File: config.mk
export PLATFORM = sky130hd
export DESIGN_NAME = instruction_fetch
export DESIGN_NICKNAME = d
export VERILOG_FILES = /design/src/rtl/instr_fetch_pkg.sv /design/src/rtl/fetch_timer.sv /design/src/rtl/instruction_fetch.sv
export SDC_FILE = /design/constraint.sdc
export NUM_CORES = 1
export LEC_CHECK = 0
export CORE_UTILIZATION = 48
export DETAILED_ROUTE_END_ITERATION = 6
export PLACE_DENSITY_LB_ADDON = 0.12
export SLEW_MARGIN = 30
export SYNTH_ARGS = -nofsm -noshare
export SYNTH_HDL_FRONTEND = slang
export SYNTH_SLANG_ARGS = --single-unit
export TNS_END_PERCENT = 30
File: constraint.sdc
create_clock -name clk -period 2.7 [get_ports clk]
set_input_delay 0.81 -clock clk [delete_from_list [all_inputs] [get_ports clk]]
set_output_delay 0.81 -clock clk [all_outputs]
set_load 0.01 [all_outputs]
File: src/rtl/instr_fetch_pkg.sv
// -----------------------------------------------------------------------------
// instr_fetch_pkg
//   Shared types and constants for the instruction fetch unit.
//   - fetch_state_e : fetch FSM states
//   - WORD_W        : instruction / address word width
//   - TIMEOUT       : max cycles a read may stay outstanding without mem_ack
//   - TIMER_W/TC    : timeout counter width and terminal-count value
// -----------------------------------------------------------------------------
package instr_fetch_pkg;

  localparam int unsigned WORD_W  = 32;
  localparam int unsigned TIMEOUT = 15;
  localparam int unsigned TIMER_W = 4;

  // The counter holds the number of unacknowledged cycles already spent in
  // WAIT, so the cycle in which it reads TIMEOUT-1 is the TIMEOUT-th one.
  localparam logic [TIMER_W-1:0] TIMER_TC = TIMER_W'(TIMEOUT - 1);

  typedef enum logic [1:0] {
    IDLE = 2'd0,
    WAIT = 2'd1,
    DONE = 2'd2,
    ERR  = 2'd3
  } fetch_state_e;

  function automatic logic is_word_aligned(input logic [WORD_W-1:0] addr);
    return addr[1:0] == 2'b00;
  endfunction

endpackage

File: src/rtl/fetch_timer.sv
// -----------------------------------------------------------------------------
// fetch_timer
//   4-bit cycle counter used to bound an outstanding memory read.
//   Ports:
//     clk    : clock
//     reset  : synchronous active-low reset
//     i_clr  : clear count to zero (priority over i_en)
//     i_en   : count one more cycle
//     o_tc   : terminal count, high while the count equals TIMER_TC
// -----------------------------------------------------------------------------
module fetch_timer
  import instr_fetch_pkg::*;
(
  input  logic clk,
  input  logic reset,
  input  logic i_clr,
  input  logic i_en,
  output logic o_tc
);

  logic [TIMER_W-1:0] r_count;

  // NOTE: state is updated with non-blocking assignments so every flop samples
  // the pre-edge values, independent of statement order in the simulator.
  always_ff @(posedge clk) begin
    if (!reset) begin
      r_count <= '0;
    end else if (i_clr) begin
      r_count <= '0;
    end else if (i_en) begin
      r_count <= r_count + TIMER_W'(1);
    end
  end

  assign o_tc = (r_count == TIMER_TC);

endmodule

File: src/rtl/instruction_fetch.sv
// -----------------------------------------------------------------------------
// instruction_fetch
//   Fetches one instruction word per request from a level-handshake memory and
//   steers the program counter (increment after a fetch, load on a redirect).
//   Ports:
//     clk, reset (sync, active-low)
//     pc_in, fetch_start            : fetch request at pc_in (taken in IDLE)
//     branch_req, branch_target     : redirect request
//     mem_req, mem_addr             : read request, held until mem_ack
//     mem_ack, mem_rdata            : read completion with data
//     IR_out, IR_valid              : last accepted instruction + update pulse
//     PC_inc, PC_ld, PC_target      : PC control pulses
//     fetch_err                     : sticky error (misaligned PC or timeout)
//   All outputs are registered; every output value is computed in the
//   next-state logic and loaded on the same edge as the state transition.
// -----------------------------------------------------------------------------
module instruction_fetch
  import instr_fetch_pkg::*;
(
  input  logic              clk,
  input  logic              reset,
  input  logic [WORD_W-1:0] pc_in,
  input  logic              fetch_start,
  input  logic              branch_req,
  input  logic [WORD_W-1:0] branch_target,
  input  logic              mem_ack,
  input  logic [WORD_W-1:0] mem_rdata,
  output logic              mem_req,
  output logic [WORD_W-1:0] mem_addr,
  output logic [WORD_W-1:0] IR_out,
  output logic              IR_valid,
  output logic              PC_inc,
  output logic              PC_ld,
  output logic [WORD_W-1:0] PC_target,
  output logic              fetch_err
);

  fetch_state_e      r_state,      w_state_nxt;
  logic              r_mem_req,    w_mem_req_nxt;
  logic [WORD_W-1:0] r_mem_addr,   w_mem_addr_nxt;
  logic [WORD_W-1:0] r_ir_out,     w_ir_out_nxt;
  logic              r_ir_valid,   w_ir_valid_nxt;
  logic              r_pc_inc,     w_pc_inc_nxt;
  logic              r_pc_ld,      w_pc_ld_nxt;
  logic [WORD_W-1:0] r_pc_target,  w_pc_target_nxt;
  logic              r_fetch_err,  w_fetch_err_nxt;
  logic              r_pending,    w_pending_nxt;
  logic [WORD_W-1:0] r_saved_tgt,  w_saved_tgt_nxt;

  logic w_timer_clr;
  logic w_timer_en;
  logic w_timer_tc;
  logic w_pending_now;

  fetch_timer u_timer (
    .clk   (clk),
    .reset (reset),
    .i_clr (w_timer_clr),
    .i_en  (w_timer_en),
    .o_tc  (w_timer_tc)
  );

  // A redirect arriving in the same cycle as mem_ack still wins over the
  // fetched word, so it is folded into the pending decision immediately.
  assign w_pending_now = r_pending | branch_req;

  // NOTE: every variable is given a default before the case statement; a path
  // that leaves one unassigned would otherwise infer a latch.
  always_comb begin
    w_state_nxt     = r_state;
    w_mem_req_nxt   = r_mem_req;
    w_mem_addr_nxt  = r_mem_addr;
    w_ir_out_nxt    = r_ir_out;
    w_ir_valid_nxt  = 1'b0;
    w_pc_inc_nxt    = 1'b0;
    w_pc_ld_nxt     = 1'b0;
    w_pc_target_nxt = r_pc_target;
    w_fetch_err_nxt = r_fetch_err;
    w_pending_nxt   = r_pending;
    w_saved_tgt_nxt = r_saved_tgt;
    w_timer_clr     = 1'b1;
    w_timer_en      = 1'b0;

    unique case (r_state)
      IDLE: begin
        // Redirect has priority; a simultaneous fetch request is dropped.
        if (branch_req) begin
          w_pc_ld_nxt     = 1'b1;
          w_pc_target_nxt = branch_target;
        end else if (fetch_start) begin
          if (is_word_aligned(pc_in)) begin
            w_mem_addr_nxt = pc_in;
            w_mem_req_nxt  = 1'b1;
            w_state_nxt    = WAIT;
          end else begin
            w_fetch_err_nxt = 1'b1;
            w_state_nxt     = ERR;
          end
        end
      end

      WAIT: begin
        w_timer_clr = 1'b0;
        if (branch_req) begin
          w_pending_nxt   = 1'b1;
          w_saved_tgt_nxt = branch_target;
        end
        if (mem_ack) begin
          w_mem_req_nxt = 1'b0;
          w_timer_clr   = 1'b1;
          w_state_nxt   = DONE;
          // DONE's pulses are loaded here so they are visible during DONE.
          if (w_pending_now) begin
            w_pc_ld_nxt     = 1'b1;
            w_pc_target_nxt = branch_req ? branch_target : r_saved_tgt;
          end else begin
            w_ir_out_nxt   = mem_rdata;
            w_ir_valid_nxt = 1'b1;
            w_pc_inc_nxt   = 1'b1;
          end
        end else if (w_timer_tc) begin
          w_mem_req_nxt   = 1'b0;
          w_fetch_err_nxt = 1'b1;
          w_pending_nxt   = 1'b0;
          w_timer_clr     = 1'b1;
          w_state_nxt     = ERR;
        end else begin
          w_timer_en = 1'b1;
        end
      end

      DONE: begin
        w_pending_nxt = 1'b0;
        w_state_nxt   = IDLE;
      end

      ERR: begin
        w_mem_req_nxt   = 1'b0;
        w_fetch_err_nxt = 1'b1;
      end

      default: begin
        w_state_nxt = IDLE;
      end
    endcase
  end

  always_ff @(posedge clk) begin
    if (!reset) begin
      r_state     <= IDLE;
      r_mem_req   <= 1'b0;
      r_mem_addr  <= '0;
      r_ir_out    <= '0;
      r_ir_valid  <= 1'b0;
      r_pc_inc    <= 1'b0;
      r_pc_ld     <= 1'b0;
      r_pc_target <= '0;
      r_fetch_err <= 1'b0;
      r_pending   <= 1'b0;
      r_saved_tgt <= '0;
    end else begin
      r_state     <= w_state_nxt;
      r_mem_req   <= w_mem_req_nxt;
      r_mem_addr  <= w_mem_addr_nxt;
      r_ir_out    <= w_ir_out_nxt;
      r_ir_valid  <= w_ir_valid_nxt;
      r_pc_inc    <= w_pc_inc_nxt;
      r_pc_ld     <= w_pc_ld_nxt;
      r_pc_target <= w_pc_target_nxt;
      r_fetch_err <= w_fetch_err_nxt;
      r_pending   <= w_pending_nxt;
      r_saved_tgt <= w_saved_tgt_nxt;
    end
  end

  assign mem_req   = r_mem_req;
  assign mem_addr  = r_mem_addr;
  assign IR_out    = r_ir_out;
  assign IR_valid  = r_ir_valid;
  assign PC_inc    = r_pc_inc;
  assign PC_ld     = r_pc_ld;
  assign PC_target = r_pc_target;
  assign fetch_err = r_fetch_err;

endmodule
==> insert_results.sql, run 1 <==
INSERT INTO impl_metrics (metric_group, metric, value, unit) VALUES
('power_and_ir_drop', 'power.density', '938.9', 'mW/mm2'),
('clock_tree', 'cts_post_setup_buffers_inserted', '0', ''),
('setup_path', 'worst_path_arrival_time', '1.34', 'ns'),
('cells_and_area', 'post_route_cells_drive_above_1_share', '0.1020', ''),
('placed_design', 'number_of_port_buffers', '201', ''),
('cells_and_area', 'diodes', '0', ''),
('timing', 'finalSetupViolCount', '0', ''),
('floorplan', 'num_io_pins', '202', ''),
('setup_path', 'timing.critical_path.to', 'IR_out[25]', ''),
('floorplan', 'die_area', '0.01208', 'mm2'),
('placed_design', 'placement.cell_area', '0.007769', 'mm2'),
('logic_synthesis', 'synth_flop_cell', 'dfxtp_1', ''),
('cells_and_area', 'finish.net_count', '932', ''),
('logic_synthesis', 'syn_avg_cell_area', '8.814', 'um2'),
('setup_path', 'cp_slowest_cell', 'clkdlybuf4s50_1', ''),
('outcome', 'run_status', 'finished clean', ''),
('setup_path', 'worst-setup-path-type', 'register to output pin', ''),
('detailed_routing', 'detail_route.vias_per_cell', '5.230', ''),
('grt', 'grt_util_all_layers', '0.2549', ''),
('timing', 'max_freq', '465.1', 'MHz'),
('floorplan', 'core', '0.01137', 'mm2'),
('logic_synthesis', 'synthDistinctLibCells', '44', ''),
('grt', 'initial_antenna_violation_count', '0', ''),
('floorplan', 'die_w', '109.9', 'um'),
('cells_and_area', 'nFillCells', '890', ''),
('logic_synthesis', 'netlist_area', '0.005588', 'mm2'),
('detailed_routing', 'postRouteAntennaNets', '0', ''),
('setup_path', 'worstSetupStartpointType', 'register', ''),
('logic_synthesis', 'synth_edf_count', '0', ''),
('setup_path', 'critPathMaxStageDelay', '0.59', 'ns'),
('detailed_routing', 'drt_drc_violations_left', '0', ''),
('setup_path', 'timing.critical_path.max_delay_family', 'buffers and inverters', ''),
('timing', 'final.setup_skew', '0.007229', 'ns'),
('logic_synthesis', 'synth_nets', '745', ''),
('logic_synthesis', 'synth_seq_area_share', '0.4980', ''),
('setup_path', 'critical_path.endpoint_type', 'output pin', ''),
('logic_synthesis', 'synth_warnings', '0', ''),
('timing', 'timing.slew.headroom', '0.7584', ''),
('clock_tree', 'clk_pin_slew_worst_paths', '0.05', 'ns'),
('placed_design', 'dp_hpwl', '10300', 'um'),
('clock_tree', 'cts-resized-gates', '0', ''),
('setup_path', 'regToRegStartpoint', 'r_state[1]', ''),
('floorplan', 'floorplan.die.height', '109.9', 'um'),
('power_and_ir_drop', 'power.static_leakage', '0.003117', 'uW'),
('setup_path', 'path_cells', 'clkdlybuf4s50_1', ''),
('detailed_routing', 'detail_route.iter0.violations', '214', ''),
('setup_path', 'reg2reg_setup_slack', '0.75', 'ns'),
('setup_path', 'critPathMaxFanout', '2', ''),
('floorplan', 'start_util', '0.4915', ''),
('timing', 'setup_total_negative_slack', '0', 'ns'),
('detailed_routing', 'detailroute.via_count', '5104', ''),
('power_and_ir_drop', 'vdd_ir_drop_max', '730.4', 'uV'),
('setup_path', 'path_depth', '1', ''),
('logic_synthesis', 'syn_inst', '634', ''),
('detailed_routing', 'sum_of_routed_wire_length_over_all_layers', '15050', 'um'),
('cells_and_area', 'finish.instance_area', '0.008359', 'mm2'),
('placed_design', 'globalplace.congestion', '0.8259', ''),
('timing', 'final.min_clock_period', '2.150', 'ns'),
('logic_synthesis', 'synth_async_sr_flop_share', '0', ''),
('clock_tree', 'buffer_levels_on_the_longest_clock_path', '2', ''),
('setup_path', 'critical_path_required', '1.89', 'ns'),
('timing', 'rsz0062_at_grt', 'no', ''),
('detailed_routing', 'first_pass_iters', '4', ''),
('grt', 'grt_pass1_vias', '4933', ''),
('cells_and_area', 'final_common_cell', 'clkdlybuf4s50_1', ''),
('clock_tree', 'cts_buffers', '17', ''),
('power_and_ir_drop', 'total_power', '7849', 'uW'),
('clock_tree', 'htree_num_levels', '4', ''),
('clock_tree', 'cts_num_sinks', '139', ''),
('timing', 'tightest_slew', '0.3613', 'ns'),
('logic_synthesis', 'synth_seq_cells', '139', '');
==> registers in the layout, summed over array words and instances, names as in the netlist <==
signal,flops
u_timer.r_count,4
r_pending,1
IR_out,32
fetch_err,1
r_saved_tgt,32
mem_addr,32
PC_target,32
PC_inc,1
r_state,2
mem_req,1
PC_ld,1
==> final cells by class <==
type,instances,area (um2),share of cell area
repair buffers,219,2260,0.2703
flip-flops and latches,139,2783,0.3329
clock inverters,6,85.08,0.01018
clock buffers,25,505.5,0.06047
well taps,143,178.9,0.02140
multi-input cells,439,2526,0.3022
inverters,5,21.27,0.002545
==> cell usage after synthesis, types with 3 or more instances <==
cell type,instances,area share
a211oi_1,4,0.0054
mux2i_1,32,0.057
nand2_1,191,0.13
buf_2,17,0.015
a211oi_2,30,0.067
dfxtp_1,139,0.50
buf_4,4,0.0054
o21ai_0,3,0.0027
clkbuf_4,3,0.0040
buf_6,4,0.0081
inv_1,5,0.0034
nand3_1,3,0.0027
nor2_1,7,0.0047
buf_1,4,0.0027
ha_1,10,0.022
a21oi_1,129,0.12
clkbuf_1,19,0.013
==> metrics by stage <==
step | worst slack [ns] | hold WS (ns) | cells | utilization
6_report | 0.5498 | 0.4492 | 976 | 0.7352
5_1_grt | 0.4964 | 0.4705 | 976 | 0.7352
4_1_cts | 0.5330 | 0.4539 | 976 | 0.7352
3_5_place_dp | 0.1861 | 0.4465 | 945 | 0.6833
3_3_place_gp | 0.2612 | 0.4394 | 945 | 0.6833
2_1_floorplan | 0.8644 | 0.4297 | 634 | -
==> worst min path at each step <==
stage | start | depth (start not counted) | end | slack, ns
2_1_floorplan | u_timer.r_count[0] | 1 | u_timer.r_count[0] | 0.43
3_3_place_gp | u_timer.r_count[0] | 1 | u_timer.r_count[0] | 0.44
3_5_place_dp | mem_addr[7] | 2 | mem_addr[7] | 0.45
4_1_cts | mem_addr[7] | 2 | mem_addr[7] | 0.45
5_1_grt | IR_out[29] | 2 | IR_out[29] | 0.47
6_report | IR_out[0] | 2 | IR_out[0] | 0.45
==> report_power, final <==
part,switching [uW],internal (uW),total [uW]
registers,237,2450,2680
clock network,821,1470,2290
logic,1450,1420,2870
total,2510,5340,7850
==> layer usage <==
layer  wire length (um)  up-vias  global-route usage  share of wire
met4                218        0             0.09619          0.014
met3               1233       16             0.09603          0.082
met2               7458      152              0.4446           0.50
met5                  0        -                   0              0
met1               6134     2421              0.2797           0.41
li1                   -     2515                   -              -
==> kinds of logic (layout without fill, tap and decap cells) <==
kind of cell,count (synthesis),count (layout),share of synthesized area
compound gates,177,177,0.2080
flops,139,139,0.4980
buf+inv,56,255,0.05150
xor+xnor,2,2,0.003135
fa+ha+maj,10,10,0.02239
simple gates,218,218,0.1597
mux,32,32,0.05732
No activity file was read; power rests on OpenSTA's default activity.
==> inputs of run 2 (changes only) <==
Settings changed: CORE_UTILIZATION 48 to 40.
Clock period 2.7 ns to 1.9 ns, I/O delays scaled along.
==> run 2 against run 1 <==
  * Worst hold slack improved by 0.0024 ns
  * Critical endpoint is now mem_addr[11]
  * Combinational power grew 41%
  * First-iteration DRC count is 17% lower
  * Global-route usage is 3.9 points lower
  * Die area up 20%
  * Largest power group unchanged
  * Non-clock buffer count rose by 9
  * Worst setup slack got worse by 0.53 ns
  * Core utilization is 8.9 points lower
==> insert_results.sql, run 2 (same netlist as run 1, synthesis figures left out) <==
INSERT INTO impl_metrics (metric_group, metric, value, unit) VALUES
('outcome', 'run_status', 'finished clean', ''),
('power_and_ir_drop', 'switchingPower', '3601', 'uW'),
('power_and_ir_drop', 'share_seq_of_total_power', '0.337', ''),
('floorplan', 'die_area', '0.01445', 'mm2'),
('clock_tree', 'clk_root_buffer_cell', 'clkbuf_16', ''),
('cells_and_area', 'diodes', '0', ''),
('setup_path', 'critical_path_required', '1.33', 'ns'),
('setup_path', 'cp_slowest_cell', 'clkdlybuf4s50_1', ''),
('clock_tree', 'cts_num_sinks', '139', ''),
('floorplan', 'core', '0.01345', 'mm2'),
('clock_tree', 'cts_buffers', '17', ''),
('cells_and_area', 'seq_area', '0.002783', 'mm2'),
('clock_tree', 'htree_num_levels', '4', ''),
('setup_path', 'worst_path_arrival_time', '1.31', 'ns'),
('floorplan', 'die_w', '120.2', 'um'),
('clock_tree', 'buffer_levels_on_the_longest_clock_path', '2', ''),
('setup_path', 'path_buf_inv', '1', ''),
('power_and_ir_drop', 'power.density', '1293', 'mW/mm2'),
('grt', 'grt_pass1_vias', '5062', ''),
('cells_and_area', 'finish.net_count', '941', ''),
('setup_path', 'critical_path.endpoint_type', 'output pin', ''),
('cells_and_area', 'post_route_cells_drive_above_1_share', '0.1174', ''),
('min_path', 'holdCritStartpoint', 'IR_out[30]', ''),
('cells_and_area', 'final_cell_mix', 'nand2_1 (191), dfxtp_1 (139), a21oi_1 (129)', ''),
('timing', 'final.setup_skew', '0.01570', 'ns'),
('grt', 'globalRoute.totalOverflow', '0', ''),
('min_path', 'min_path_type', 'register to register', ''),
('cells_and_area', 'finish.instance_area', '0.008698', 'mm2'),
('setup_path', 'regToRegStartpoint', 'r_state[1]', ''),
('detailed_routing', 'detail_route.iter0.violations', '178', ''),
('setup_path', 'worstSetupStartpointType', 'register', ''),
('detailed_routing', 'first_pass_iters', '5', ''),
('run', 'drv_cap', '0', ''),
('setup_path', 'critPathMaxFanout', '2', ''),
('clock_tree', 'clk_pin_slew_worst_paths', '0.06', 'ns'),
('timing', 'rsz0062_at_grt', 'yes', ''),
('power_and_ir_drop', 'power.static_leakage', '0.004359', 'uW'),
('placed_design', 'dp_hpwl', '10400', 'um'),
('detailed_routing', 'drt_drc_violations_left', '0', ''),
('cells_and_area', 'area_growth_syn_to_layout', '55.66', '%'),
('grt', 'largest_net_degree_at_the_start_of_global_routing', '45', ''),
('cells_and_area', 'total_area_of_multi_input_combinational_cells', '0.002537', 'mm2'),
('timing', 'timing.final.hold_violations', '0', ''),
('setup_path', 'worst-setup-path-type', 'register to output pin', ''),
('timing', 'timing_max_transition_violations_final', '0', ''),
('clock_tree', 'worst_skew_pair.late_latency', '0.43', 'ns'),
('power_and_ir_drop', 'power_frac_comb', '0.361', ''),
('setup_path', 'critPathMaxStageDelay', '0.54', 'ns'),
('setup_path', 'timing.critical_path.from', 'mem_addr[11]', ''),
('power_and_ir_drop', 'power_report.internal_total', '7648', 'uW'),
('floorplan', 'floorplan.rows', '42', ''),
('placed_design', 'place.detailed.instances', '987', ''),
('detailed_routing', 'sum_of_routed_wire_length_over_all_layers', '15200', 'um'),
('detailed_routing', 'detail_route.vias_per_cell', '4.926', ''),
('power_and_ir_drop', 'switching_share_of_power', '0.3201', ''),
('timing', 'max_freq', '532.9', 'MHz'),
('placed_design', 'placement.cell_area', '0.007953', 'mm2'),
('timing', 'final.min_clock_period', '1.877', 'ns'),
('power_and_ir_drop', 'total_power', '11250', 'uW'),
('grt', 'grt_first_pass_wirelength', '24430', 'um'),
('setup_path', 'path_cells', 'clkdlybuf4s50_1', ''),
('detailed_routing', 'postRouteAntennaNets', '0', ''),
('setup_path', 'timing.critical_path.max_delay_family', 'buffers and inverters', ''),
('cells_and_area', 'final_cell_count_no_fill', '1019', ''),
('timing', 'finalSetupViolCount', '0', ''),
('placed_design', 'globalplace.congestion', '0.8367', ''),
('grt', 'initial_antenna_violation_count', '0', ''),
('timing', 'tightest_slew', '0.2768', 'ns'),
('timing', 'timing.slew.headroom', '0.8155', ''),
('grt', 'grt_util_all_layers', '0.2164', ''),
('detailed_routing', 'routedWlPerCell', '14.92', 'um'),
('power_and_ir_drop', 'vdd_ir_drop_max', '542.5', 'uV'),
('power_and_ir_drop', 'clockPowerShare', '0.302', ''),
('floorplan', 'floorplan.die.height', '120.2', 'um'),
('timing', 'timing.final.crit_share', '0.9877', ''),
('placed_design', 'number_of_port_buffers', '201', ''),
('cells_and_area', 'final_common_cell', 'nand2_1', ''),
('detailed_routing', 'detailroute.via_count', '5020', ''),
('clock_tree', 'cts_tree', 'done', ''),
('cells_and_area', 'nFillCells', '1143', ''),
('clock_tree', 'cts_post_setup_buffers_inserted', '0', ''),
('floorplan', 'num_io_pins', '202', ''),
('floorplan', 'start_util', '0.4154', '');
[run 2: metal layers]
layer  part of all wire  GRT usage  up-vias
met3              0.090    0.08962       15
met4              0.010    0.09141        0
met1               0.42     0.2430     2301
met2               0.48     0.3596      168
li1                   -          -     2536
met5                  0          0        -
[run 2: repair_timing]
item / 4_1_cts / 5_1_grt
setup endpoints to repair: 25 / 98
hold buffers: 0 / 0
endpoints found under the hold margin: 0 / 0
gates resized for setup: 25 / 64
[run 2: path summary, 6_finish.rpt]
check                       end  slack, ns  cells after the start
setup / recovery   mem_addr[11]       0.02                      1
hold / removal       IR_out[30]       0.45                      2
setup reg to reg  PC_target[18]       0.14                      7
hold reg to reg      IR_out[30]       0.45                      2
[run 2: metrics by stage]
step	worst slack, ns	hold WS, ns	utilization	TNS, ns
CTS	0.0003421	0.4533	0.6344	0
floorplan	0.1719	0.4297	-	0
finish	0.02345	0.4516	0.6466	0
detailed placement	-0.1747	0.4458	0.5911	-10.81
global route	-0.01236	0.4687	0.6466	-0.02050
global placement	-0.1463	0.4396	0.5911	-8.421
[run 2: area by class of cell]
cell class	instances	share of cell area
flip-flops and latches	139	0.3199
multi-input cells	439	0.2917
repair buffers	228	0.2901
clock buffers	21	0.05409
well taps	176	0.02532
clock inverters	11	0.01640
inverters	5	0.002445
[run 2: power by group through the flow]
stage | Combinational [uW] | Sequential (uW) | Clock, uW
after floorplan | 2250 | 4000 | 0
after global placement | 4140 | 3860 | 0
after detailed placement | 4230 | 3870 | 0
after CTS | 4160 | 3810 | 3470
after global routing | 4390 | 3860 | 3600
final | 4060 | 3790 | 3390
==> RTL edit: new RTL, config.mk and constraints of run 2 <==
Set the package constant `TIMEOUT` to 7 (it was 15).
--- a/src/rtl/instr_fetch_pkg.sv
+++ b/src/rtl/instr_fetch_pkg.sv
@@ -9,7 +9,7 @@
 package instr_fetch_pkg;
 
   localparam int unsigned WORD_W  = 32;
-  localparam int unsigned TIMEOUT = 15;
+  localparam int unsigned TIMEOUT = 7;
   localparam int unsigned TIMER_W = 4;
 
   // The counter holds the number of unacknowledged cycles already spent in
Behaviour: same outputs for any inputs over 4 cycles, from zero or initial values and one cycle with reset low; that may be too few to reach the edited logic, so the function may still have changed.
==> RTL edit against run 2 <==
Synthesized area hardly changed; design area increased by 0.36%; critical path depth unchanged; wire length barely moved; sequential cell count is the same; non-clock buffer count is 3 higher; power up 1.3%; first-iteration DRC count rose by 4.5%; worst setup slack improved by 0.0062 ns; global-route usage shrank 0.19 points; critical path type unchanged; largest cell class unchanged.
==> RTL edit: results (changes against run 2) <==
status:
  status: "completed"
logic_synthesis:
  synthFlopType: "dfxtp_1"
  synthXorXnorAreaFrac_pct: 0.313  # about the same
  synthAdderAreaFrac_pct: 2.24  # about the same
  async_reset_ff_share_pct: 0  # unchanged
  synth_compound_area_share_pct: 20.8  # about the same
  synthMuxAreaShare_pct: 5.73  # about the same
  syn_area_um2: 5590  # about the same
  synth.top_cells.by_count: "nand2_1 (191), dfxtp_1 (139), a21oi_1 (129)"
  seq_area_frac_synth_pct: 49.8  # about the same
  synth_area_leaders: "dfxtp_1 (50%), nand2_1 (13%), a21oi_1 (12%)"
global_routing:
  grt_first_pass_wirelength_um: 24400  # about the same
  grt_util_all_layers_pct: 21.4  # -0.19 points
  grt_start_max_net_pins: 54  # +20%
  grt_use_met1_pct: 23.9  # -0.37 points
  use_met3_pct: 8.40  # -0.57 points
  grtUsageMet2_pct: 35.9  # -0.072 points
  grt_pass1_vias: 5047  # -0.30%
  antenna_found_initial: 0  # unchanged
routing:
  top_layer: "met4"
  wl_met2_um: 7430  # +1.4%
  routed-wl-met3_um: 1280  # -5.8%
  routed_wl_um: 15200  # about the same
  firstDrtPassIters: 4  # -1
  drt-met1-wl_um: 6130  # -3.5%
  drt_iter0_markers: 186  # +4.5%
  vias_per_cell: 5.02  # +1.9%
setup_path:
  cpMaxStageDelayCell: "clkdlybuf4s50_1"
  max_stage_delay_ns: 0.54  # about the same
  crit_fanout: 2  # unchanged
  regToRegSetupSlack_ns: 0.11  # -0.03 ns
finish:
  fillers: 1070  # -6.4%
  multi_input_cells: 439  # unchanged
  nClkBuffers: 18  # -14%
  seq_cell_count: 139  # unchanged
  signal_buffer_area_fraction_pct: 29.0  # about the same
  fin_nets: 944  # +0.32%
  buffers_excl_clock: 231  # +1.3%
  final_layout_size_suffix_gt1_share_pct: 12.1  # +0.31 points
  finish.instance_area_um2: 8730  # +0.36%
  seq_share_pct: 31.9  # -0.11 points
  clockNetworkAreaShare_pct: 7.25  # +0.20 points
placed_design:
  hpwlAfterDp_um: 10500  # +0.70%
  dpl_cell_area_um2: 7980  # +0.31%
  gp_congestion: 0.869  # +3.8%
power_and_ir_drop:
  p_leak_nw: 4.29  # -1.6%
  ir_worst_vdd_mv: 0.641  # +18%
clock_network:
  clkTransAtPathRegs_ns: 0.06  # about the same
  cts_buffers: 17  # unchanged
sta:
  tightestPinTransition_ns: 0.324  # +0.0474 ns
## RTL edit: changes by cell type in the layout (fill, tap and decap cells not counted), moves of 2 or more
cell	run 2	this run
clkdlybuf4s50_1	115	121
clkbuf_8	3	1
inv_6	0	2
clkinv_2	4	2
buf_4	12	15
clkinvlp_4	2	5
dlymetal6s2s_1	61	56
## RTL edit: cell families after synthesis
family	count (synthesis)
xor+xnor	2
simple gates	218
mux	32
flops	139
compound gates	177
fa+ha+maj	10
buf+inv	56
## RTL edit: final timing paths
| path | startpoint | end | depth (start not counted) |
|---|---|---|---|
| worst min-delay path | IR_out[14] | IR_out[14] | 2 |
| worst max register to register | r_state[0] | PC_target[8] | 7 |
| worst min register to register | IR_out[14] | IR_out[14] | 2 |
| worst max-delay path | PC_target[7] | PC_target[7] | 1 |
## RTL edit: what timing repair did
action | CTS | global route
resized for setup | 24 | 58
setup endpoints to repair | 24 | 68
buffers inserted | 0 | 0
## RTL edit: stage by stage
| step | total power (W) | setup WS, ns | setup TNS, ns | hold slack (ns) | instances |
|---|---|---|---|---|---|
| final | 0.0114 | 0.0296 | 0 | 0.450 | 1022 |
| after global routing | 0.0120 | 0.00113 | 0 | 0.467 | 1022 |
| after CTS | 0.0116 | 0.000224 | 0 | 0.454 | 1022 |
| after detailed placement | 0.00810 | -0.203 | -14.59 | 0.446 | 990 |
| after global placement | 0.00799 | -0.221 | -15.28 | 0.440 | 990 |
| after floorplan | 0.00625 | 0.172 | 0 | 0.430 | 634 |
## RTL edit: power breakdown
group	switching (W)	leakage (nW)	internal, W
clock network	0.00127	0.295	0.00223
registers	0.000319	1.13	0.00347
logic	0.00208	2.86	0.00202
